### src/rtl/div_pkg.sv
// Shared types and helpers for the iterative divider.
//   op_e    : operation encoding presented on the op port
//   state_e : controller FSM states
//   AluAdd/AluSub/AluAnd/AluOr : arithmetic_unit Sel encodings
package div_pkg;

  typedef enum logic [1:0] {
    DIV  = 2'b00,
    DIVU = 2'b01,
    REM  = 2'b10,
    REMU = 2'b11
  } op_e;

  typedef enum logic [2:0] {
    StIdle,
    StPrep,
    StIter,
    StFix,
    StDone
  } state_e;

  localparam logic [1:0] AluAdd = 2'b00;
  localparam logic [1:0] AluSub = 2'b01;
  localparam logic [1:0] AluAnd = 2'b10;
  localparam logic [1:0] AluOr  = 2'b11;

  // DIV and REM treat operands as two's complement.
  function automatic logic is_signed_op(op_e op);
    return (op == DIV) || (op == REM);
  endfunction

  // REM and REMU return the remainder instead of the quotient.
  function automatic logic is_rem_op(op_e op);
    return (op == REM) || (op == REMU);
  endfunction

endpackage

### src/rtl/arithmetic_unit.sv
// Combinational arithmetic/logic unit.
//   Sel : 00 add, 01 subtract (A - B), 10 bitwise and, 11 bitwise or
//   A,B : operands, size bits
//   Y   : result, size bits
//   C   : carry-out; for subtract, 1 means no borrow (A >= B unsigned)
module arithmetic_unit
  import div_pkg::*;
#(
  parameter int unsigned size = 33
) (
  input  logic [1:0]      Sel,
  input  logic [size-1:0] A,
  input  logic [size-1:0] B,
  output logic [size-1:0] Y,
  output logic            C
);

  always_comb begin
    Y = '0;
    C = 1'b0;
    unique case (Sel)
      AluAdd:  {C, Y} = {1'b0, A} + {1'b0, B};
      AluSub:  {C, Y} = {1'b0, A} + {1'b0, ~B} + {{size{1'b0}}, 1'b1};
      AluAnd:  Y = A & B;
      AluOr:   Y = A | B;
      default: Y = '0;
    endcase
  end

endmodule

### src/rtl/iterative_divider_ctrl.sv
// Multi-cycle restoring divider with valid/ready handshakes on both sides.
//   clk       : rising-edge clock
//   reset     : synchronous active-high reset
//   valid_in  : request valid; accepted when ready_out is high
//   ready_out : high only while idle
//   op        : 00 DIV, 01 DIVU, 10 REM, 11 REMU
//   A, B      : dividend, divisor (captured at the handshake)
//   valid_out : result valid (DONE state only)
//   ready_in  : consumer accepts the result
//   result    : quotient or remainder, held stable while valid_out is high
// Latency: valid_out rises size+2 edges after the handshake edge, or one edge
// after it for divide-by-zero and signed overflow.
module iterative_divider_ctrl
  import div_pkg::*;
#(
  parameter int unsigned size = 32
) (
  input  logic            clk,
  input  logic            reset,
  input  logic            valid_in,
  output logic            ready_out,
  input  logic [1:0]      op,
  input  logic [size-1:0] A,
  input  logic [size-1:0] B,
  output logic            valid_out,
  input  logic            ready_in,
  output logic [size-1:0] result
);

  localparam int unsigned CntW = $clog2(size) + 1;
  localparam logic [CntW-1:0] LastStep = CntW'(size - 1);
  localparam logic [size-1:0] MinInt = {1'b1, {(size - 1){1'b0}}};

  state_e state_q, state_d;

  op_e             op_q;
  logic [size-1:0] a_q, b_q;
  logic [size-1:0] dvd_q;     // dividend shifting out, quotient shifting in
  logic [size-1:0] dsr_q;     // divisor magnitude
  logic [size:0]   rem_q;     // partial remainder
  logic [CntW-1:0] cnt_q;
  logic            qsign_q, rsign_q;
  logic [size-1:0] result_q;

  logic            op_signed, op_rem, div_by_zero, overflow;
  logic [size:0]   shifted, diff, rem_d;
  logic            no_borrow;
  logic [size-1:0] quo_fix, rem_fix;
  logic            unused_rem_msb;

  assign op_signed   = is_signed_op(op_q);
  assign op_rem      = is_rem_op(op_q);
  assign div_by_zero = (b_q == '0);
  assign overflow    = op_signed && (a_q == MinInt) && (b_q == '1);

  // The partial remainder never exceeds size bits between steps, so its MSB
  // drops out of the shift.
  assign shifted        = {rem_q[size-1:0], dvd_q[size-1]};
  assign unused_rem_msb = rem_q[size];

  arithmetic_unit #(
    .size(size + 1)
  ) u_sub (
    .Sel(AluSub),
    .A  (shifted),
    .B  ({1'b0, dsr_q}),
    .Y  (diff),
    .C  (no_borrow)
  );

  assign rem_d   = no_borrow ? diff : shifted;
  assign quo_fix = (op_signed && qsign_q) ? -dvd_q : dvd_q;
  assign rem_fix = (op_signed && rsign_q) ? -rem_q[size-1:0] : rem_q[size-1:0];

  // Next-state and handshake outputs.
  always_comb begin
    state_d   = state_q;
    ready_out = 1'b0;
    valid_out = 1'b0;
    unique case (state_q)
      StIdle: begin
        ready_out = 1'b1;
        if (valid_in) state_d = StPrep;
      end
      StPrep: state_d = (div_by_zero || overflow) ? StDone : StIter;
      StIter: if (cnt_q == LastStep) state_d = StFix;
      StFix:  state_d = StDone;
      StDone: begin
        valid_out = 1'b1;
        if (ready_in) state_d = StIdle;
      end
      default: state_d = StIdle;
    endcase
  end

  always_ff @(posedge clk) begin
    if (reset) begin
      state_q <= StIdle;
    end else begin
      state_q <= state_d;
    end
  end

  // Datapath registers.
  always_ff @(posedge clk) begin
    if (reset) begin
      op_q     <= DIVU;
      a_q      <= '0;
      b_q      <= '0;
      dvd_q    <= '0;
      dsr_q    <= '0;
      rem_q    <= '0;
      cnt_q    <= '0;
      qsign_q  <= 1'b0;
      rsign_q  <= 1'b0;
      result_q <= '0;
    end else begin
      unique case (state_q)
        StIdle: begin
          if (valid_in) begin
            op_q <= op_e'(op);
            a_q  <= A;
            b_q  <= B;
          end
        end
        StPrep: begin
          dvd_q   <= (op_signed && a_q[size-1]) ? -a_q : a_q;
          dsr_q   <= (op_signed && b_q[size-1]) ? -b_q : b_q;
          qsign_q <= a_q[size-1] ^ b_q[size-1];
          rsign_q <= a_q[size-1];
          rem_q   <= '0;
          cnt_q   <= '0;
          if (div_by_zero) begin
            result_q <= op_rem ? a_q : '1;
          end else if (overflow) begin
            result_q <= op_rem ? '0 : a_q;
          end
        end
        StIter: begin
          rem_q <= rem_d;
          dvd_q <= {dvd_q[size-2:0], no_borrow};
          cnt_q <= cnt_q + 1'b1;
        end
        StFix: result_q <= op_rem ? rem_fix : quo_fix;
        default: ;
      endcase
    end
  end

  assign result = result_q;

endmodule

### config.mk
export PLATFORM = sky130hd
export DESIGN_NAME = iterative_divider_ctrl
export DESIGN_NICKNAME = d
export VERILOG_FILES = /design/src/rtl/div_pkg.sv /design/src/rtl/arithmetic_unit.sv /design/src/rtl/iterative_divider_ctrl.sv
export SDC_FILE = /design/constraint.sdc
export NUM_CORES = 1
export LEC_CHECK = 0
export ABC_AREA = 1
export BUFFER_PORTS_ARGS = -buffer_cell sky130_fd_sc_hd__clkbuf_2
export CORE_AREA = 3 3 133 199
export CTS_CLUSTER_SIZE = 25
export DETAILED_ROUTE_END_ITERATION = 8
export DIE_AREA = 0 0 136 202
export GPL_TIMING_DRIVEN = 1
export PLACE_DENSITY = 0.78
export SLEW_MARGIN = 10
export SYNTH_ARGS = -nofsm -noshare
export SYNTH_HDL_FRONTEND = slang
export SYNTH_SLANG_ARGS = --single-unit
### constraint.sdc
create_clock -name clk -period 4.1 [get_ports clk]
set_input_delay 0.41 -clock clk [delete_from_list [all_inputs] [get_ports clk]]
set_output_delay 0.41 -clock clk [all_outputs]
set_load 0.01 [all_outputs]
* Word level (Yosys, flattened, before mapping) *
Index checks and enable logic that the tools add are counted.
W data, S select, Z words.

storage, ports and cells
  flip-flop bits (word level) = 205
  input bits = 70
  output and inout bits = 34
  word-level logic and storage cells = 71

cells by class
  $add $sub $neg = 7
  eq/ne operators = 13
  multiplexer cells = 21
  bitwise operators = 2
  reductions and logical operators = 17

operators with widths
  cell                     number
  $mux W32                 10
  $pmux W32 S2             3
  $neg A32 Y32             4
  $eq A32 B32 Y1 const B   2
  $add A33 B33 Y34         1
  $add A34 B1 Y34 const B  1
  $not A32 Y33             1
  $logic_not A32 Y1        1
  $pmux W3 S5              1
  $mux W3                  4
  $pmux W6 S2              1
  $add A6 B1 Y6 const B    1
  $eq A3 B2 Y1 const B     2
  $eq A6 B5 Y1 const B     1
  $logic_and A1 B1 Y1      6
  $ne A2 B2 Y1 const B     3
  $eq A2 B2 Y1 const B     2
  $reduce_and A2 Y1        2
  $reduce_bool A2 Y1       2
  $eq A3 B1 Y1 const B     1
  $eq A3 B3 Y1 const B     1
  $logic_not A3 Y1         1
  $logic_or A1 B1 Y1       3
  $ne A3 B3 Y1 const B     1
  4 further kinds          5

* Logic depth before layout (Yosys ltp) *
  depth after elaboration = 7
  depth in mapped cells = 16
  depth with buffers taken out = 16

* Hierarchy *
A second synthesis with hierarchy kept.

unflattened totals
  cell total of the unflattened synthesis = 3364
  area, all modules = 19207.2 µm²

modules (own cells, without submodules)
  module                  instances  cells each  area an instance (µm²)  sequential area each (µm²)
  iterative_divider_ctrl  1          2031        12512.0                 4103.9
  arithmetic_unit         1          1333        6695.2                  0.0

* Worst setup path after synthesis *
No wires, ideal clock.

  path kind = register to register
  from = reg dvd_q[31]
  to = reg rem_q[26]
  library setup time = 132 ps
  data arrival time = 1918 ps
  required time = 3968 ps
  setup slack = 2050 ps
  stages on the path, launching flop included = 15
  path buffers = 0
  period minus slack after synthesis = 2050 ps
  cells stage by stage = dfxtp_1 > inv_1 > ha_1 > fa_1 > nand3b_1 > nand2_1 > nand2_1 > nand2_1 > nand2_1 > nand2_1 > nand3_1 > nand3_1 > nand3_1 > nand2_1 > a21oi_1

on the way
  longest elaborated chain between the ends = 4

ends and longest elaborated chain
  element                   RTL line                       RTL
  start: declaration        iterative_divider_ctrl.sv:38   logic [size-1:0] dvd_q;
  start signal: assignment  iterative_divider_ctrl.sv:127  dvd_q <= (op_signed && a_q[size-1]) ? -a_q : a_q;
  start signal: assignment  iterative_divider_ctrl.sv:141  dvd_q <= {dvd_q[size-2:0], no_borrow};
  $add A33 B33 Y34          arithmetic_unit.sv:23          AluSub: {C, Y} = {1'b0, A} + {1'b0, ~B} + {{size{1'b0}}, 1'b1};
  $add A34 B1 Y34           arithmetic_unit.sv:23
  $mux W32                  iterative_divider_ctrl.sv:71   assign rem_d = no_borrow ? diff : shifted;
  $pmux W32 S2              iterative_divider_ctrl.sv:118  unique case (state_q)
  end signal: assignment    iterative_divider_ctrl.sv:140  rem_q <= rem_d;
  end: declaration          iterative_divider_ctrl.sv:40   logic [size:0] rem_q;

No other way between the ends.
A chain may end at the register's enable or synchronous reset.

* Worst setup path after layout *
  from = reg rem_q[17]
  to = reg rem_q[24]

on the way
  longest elaborated chain between the ends = 4

ends and longest elaborated chain
  element           RTL line
  $add A33 B33 Y34  arithmetic_unit.sv:23
  $add A34 B1 Y34   arithmetic_unit.sv:23
  $mux W32          iterative_divider_ctrl.sv:71
  $pmux W32 S2      iterative_divider_ctrl.sv:118

No other way between the ends.

==> results.tsv <==
stage	metric	value	unit
synthesis	Syn Area/Cell	6.008	um2
route	DRC	0	
cells_and_area	register area	4105	um2
setup_path	CP max stage delay	0.51	ns
floorplanning	Core Area	25050	um2
route	Final ANT Viol Nets	0	
pwr	Switch Pwr	4.667	mW
timing	Final Hold Vio Count	0	
floorplanning	Initial Util	0.5930	
synthesis	cells after synthesis	2473	
cts	Inserted Clock Buffers	21	
pwr	switch share	0.4968	
synthesis	number of synthesized flops with an enable pin	0	
setup_path	crit path kind	reg -> reg	
setup_path	worst path cell trace	ha_1, a21oi_1, o21ai_1, a21oi_1, nor2_1, nor2_4, nand2_4, nand2_4, o21ai_0, nand2_1, a21oi_1	
setup_path	slowest CP cell	nor2_4	
synthesis	largest cells by area after synthesis	dfxtp_1 (28%), nand2_1 (16%), nand3_1 (9.1%), a21oi_1 (7.4%), o21ai_0 (7.0%)	
global_route	initial antenna violation count	0	
timing	fmax	321.5	MHz
timing	Setup TNS	0	ns
synthesis	Post-Synth Simple-Gate Area	0.3681	
cts	Post-CTS Hold Fix Bufs	0	
timing	minimum clock period	3.111	ns
route	DR WL/cell	18.91	um
placed_design	PortBufs	103	
cts	CTS tree	yes	
setup_path	Critical Path Start Type	flip-flop	
cts	CTS resizes	0	
synthesis	Seq/Total Area, Yosys	0.2762	
pwr	Clock power frac	0.201	
setup_path	r2r worst-path depth	11	
global_route	total track usage	0.3861	
synthesis	Yosys reg bits	205	
outcome	status	finished, final reports clean	
route	WL met2	25950	um
pwr	Comb pwr share	0.527	
min_path	hold crit path type	in -> reg	
pwr	VDD IR max	0.4706	mV
setup_path	CP endpoint kind	flip-flop	
min_path	end of the worst hold path	op_q[0]	
timing	relative slew slack	0.2325	
floorplanning	I/O pin cnt	104	
placed_design	Placed Area	15440	um2
synthesis	largest family of logic cells by synthesized area	simple AND/OR/NAND/NOR gates	
route	First-pass DRT Iterations	7	
timing	final setup fails	0	
pwr	Power Density	583.9	nW/um2
synthesis	Post-synth ARST share	0	
cells_and_area	post-route cell area	16090	um2
floorplanning	Die ar.	27470	um2
cells_and_area	fin nets	2613	
synthesis	synth warn	0	
run	MaxCap Viol Count	0	
pwr	sequential share of power	0.272	
synthesis	Post-Synthesis Net Count	2582	
synthesis	Synth Area in Adders	0.03874	
cells_and_area	multi-input logic area	9195	um2
synthesis	Netlist cell types	54	
route	Max Used Layer	met4	
placed_design	hpwl dp	40220	um
floorplanning	Die H	202	um
setup_path	Data arrival, critical path	3.45	ns
pwr	internal power	4.728	mW
route	DRT Wirelength	53790	um
timing	pins over their slew limit	0	
route	Vias	16860	
synthesis	post-synthesis xor/xnor area fraction	0.02240	
timing	Final Cycle Share	0.7587	
route	Met1 Wirelength	19580	um
timing	Setup Skew	0.01912	ns
setup_path	family with the most delay on the worst path	simple AND/OR/NAND/NOR gates	
cts	Post-CTS Setup Inserts	0	
route	Initial DRC Count	1411	
setup_path	r2r setup slk	0.99	ns
setup_path	CP required	4.44	ns
cts	clock sink count	205	
cts	worst-skew pair later-pin latency	0.52	ns
cts	Bufs on Longest Clock Path	3	
synthesis	top-count cell post-synth	nand2_1	
cts	clk slew on worst S/H paths	0.07	ns
global_route	vias in the first global route	16200	
pwr	LEAKAGE	7.697	nW
setup_path	FF-to-FF Start	rem_q[17]	
global_route	largest net degree at the start of global routing	122	
min_path	worst min-delay path startpoint	op[0]	
cells_and_area	n_diodes	0	
timing	unrepaired setup endpoints after global routing	no	
synthesis	dominant cell type by area after synthesis	dfxtp_1	
setup_path	CP most frequent cell	a21oi_1	
setup_path	Crit Path Max Fanout	33	
synthesis	Mapped Area	14860	um2
synthesis	mux contribution to synthesized area	0	
timing	Worst-Margin Slew	1.151	ns
setup_path	Crit Reg-Reg Endpoint	rem_q[24]	
route	vias per inst	5.928	
placed_design	routability congestion estimate	1.034	
synthesis	compound-cell area share of the yosys netlist	0.1879	
cts	CTS root buf	clkbuf_16	
floorplanning	Cell Rows	71	
cells_and_area	Area Overhead vs Synth	8.304	%
min_path	Worst Hold Depth	3	
route	routed wl met3	3588	um
cells_and_area	# fillers	2491	
cells_and_area	layout cells sized above 1	0.08386	
setup_path	Buf+Inv Stages, Crit Path	0	
synthesis	top post-synthesis cells by count	nand2_1 (620), inv_1 (277), nand3_1 (269), nor2_1 (241), a21oi_1 (221)	
global_route	global route overflow	0	
floorplanning	Die W	136	um
synthesis	Main synth FF type	dfxtp_1	
cts	H-tree Lvls	1	
synthesis	Yosys top cell area share	0.2762	
global_route	first-pass GRT wire length	84760	um
==> kinds of logic after synthesis <==
group                    after synthesis
AND/OR/NAND/NOR                     1256
AO/OA/AOI/OAI                        526
buffers and inverters                401
flip-flops                           205
adder cells (fa/ha/maj)               47
XOR/XNOR                              38
==> power groups by stage <==
| stage | Combinational (mW) | Sequential, mW | Clock (mW) |
|---|---|---|---|
| final | 4.95 | 2.56 | 1.88 |
| after global routing | 5.48 | 2.59 | 1.97 |
| after CTS | 4.83 | 2.54 | 1.90 |
| after detailed placement | 4.80 | 2.59 | 0 |
| after global placement | 4.78 | 2.58 | 0 |
| after floorplan | 3.52 | 2.49 | 0 |
==> sequential cells by signal, indices dropped and copies added, names as in the netlist <==
signal	flops
state_q	3
dsr_q	32
cnt_q	6
b_q	32
a_q	32
result	32
rem_q	32
dvd_q	32
qsign_q	1
rsign_q	1
op_q	2
==> worst min-delay path, cell delays in order <==
cell      delay [ns]
clkbuf_2        0.08
nand3_1         0.06
nand3_1         0.08
==> worst max-delay path by stage <==
stage               from         to  slack [ns]  cells past startpoint
2_1_floorplan  dvd_q[31]  rem_q[26]        2.05                     14
3_3_place_gp   rem_q[17]  rem_q[25]        1.11                     11
3_5_place_dp   rem_q[17]  rem_q[24]        1.05                     11
4_1_cts        dsr_q[14]  rem_q[24]        1.03                     14
5_1_grt        rem_q[22]  rem_q[24]        0.74                     11
6_report       rem_q[17]  rem_q[24]        0.99                     11
==> per-stage QoR <==
stage               utilization  hold WS (ns)  power (mW)  cells  setup WS, ns
floorplan                     -        0.4309       6.013   2473         2.050
global placement         0.6163        0.4454       7.355   2809         1.110
detailed placement       0.6163        0.4578       7.388   2809         1.046
CTS                      0.6423        0.1186       9.274   2844         1.025
global route             0.6423        0.1414       10.03   2844        0.7433
finish                   0.6423        0.1298       9.395   2844        0.9894
==> metal layers <==
metal	vias up	track usage
met5	-	0
met4	0	0.2824
met3	207	0.04358
met2	743	0.6575
met1	7696	0.4391
li1	8214	-
==> area by class of cell <==
| cell class | instances | share of cell area |
|---|---|---|
| well taps | 328 | 0.02551 |
| multi-input cells | 1867 | 0.5715 |
| repair buffers | 119 | 0.03966 |
| inverters | 290 | 0.06781 |
| flip-flops and latches | 205 | 0.2551 |
| clock inverters | 5 | 0.001944 |
| clock buffers | 30 | 0.03849 |
==> layout by cell type, fill, tap and decap left out, drive strengths merged, types with 2 or more instances in the layout <==
master,instances
nand2,630
inv,289
nand3,272
nor2,257
o21ai,230
a21oi,221
dfxtp,205
clkbuf,132
nand4,39
ha,38
nor3,30
a31oi,29
xor2,22
o211ai,19
buf,17
xnor2,16
o22ai,12
nand3b,12
maj3,8
or2,8
clkinv,5
and3,4
a21o,3
nor4,3
o221ai,3
a221oi,2
a211oi,2
No activity file was read; power rests on OpenSTA's default activity.
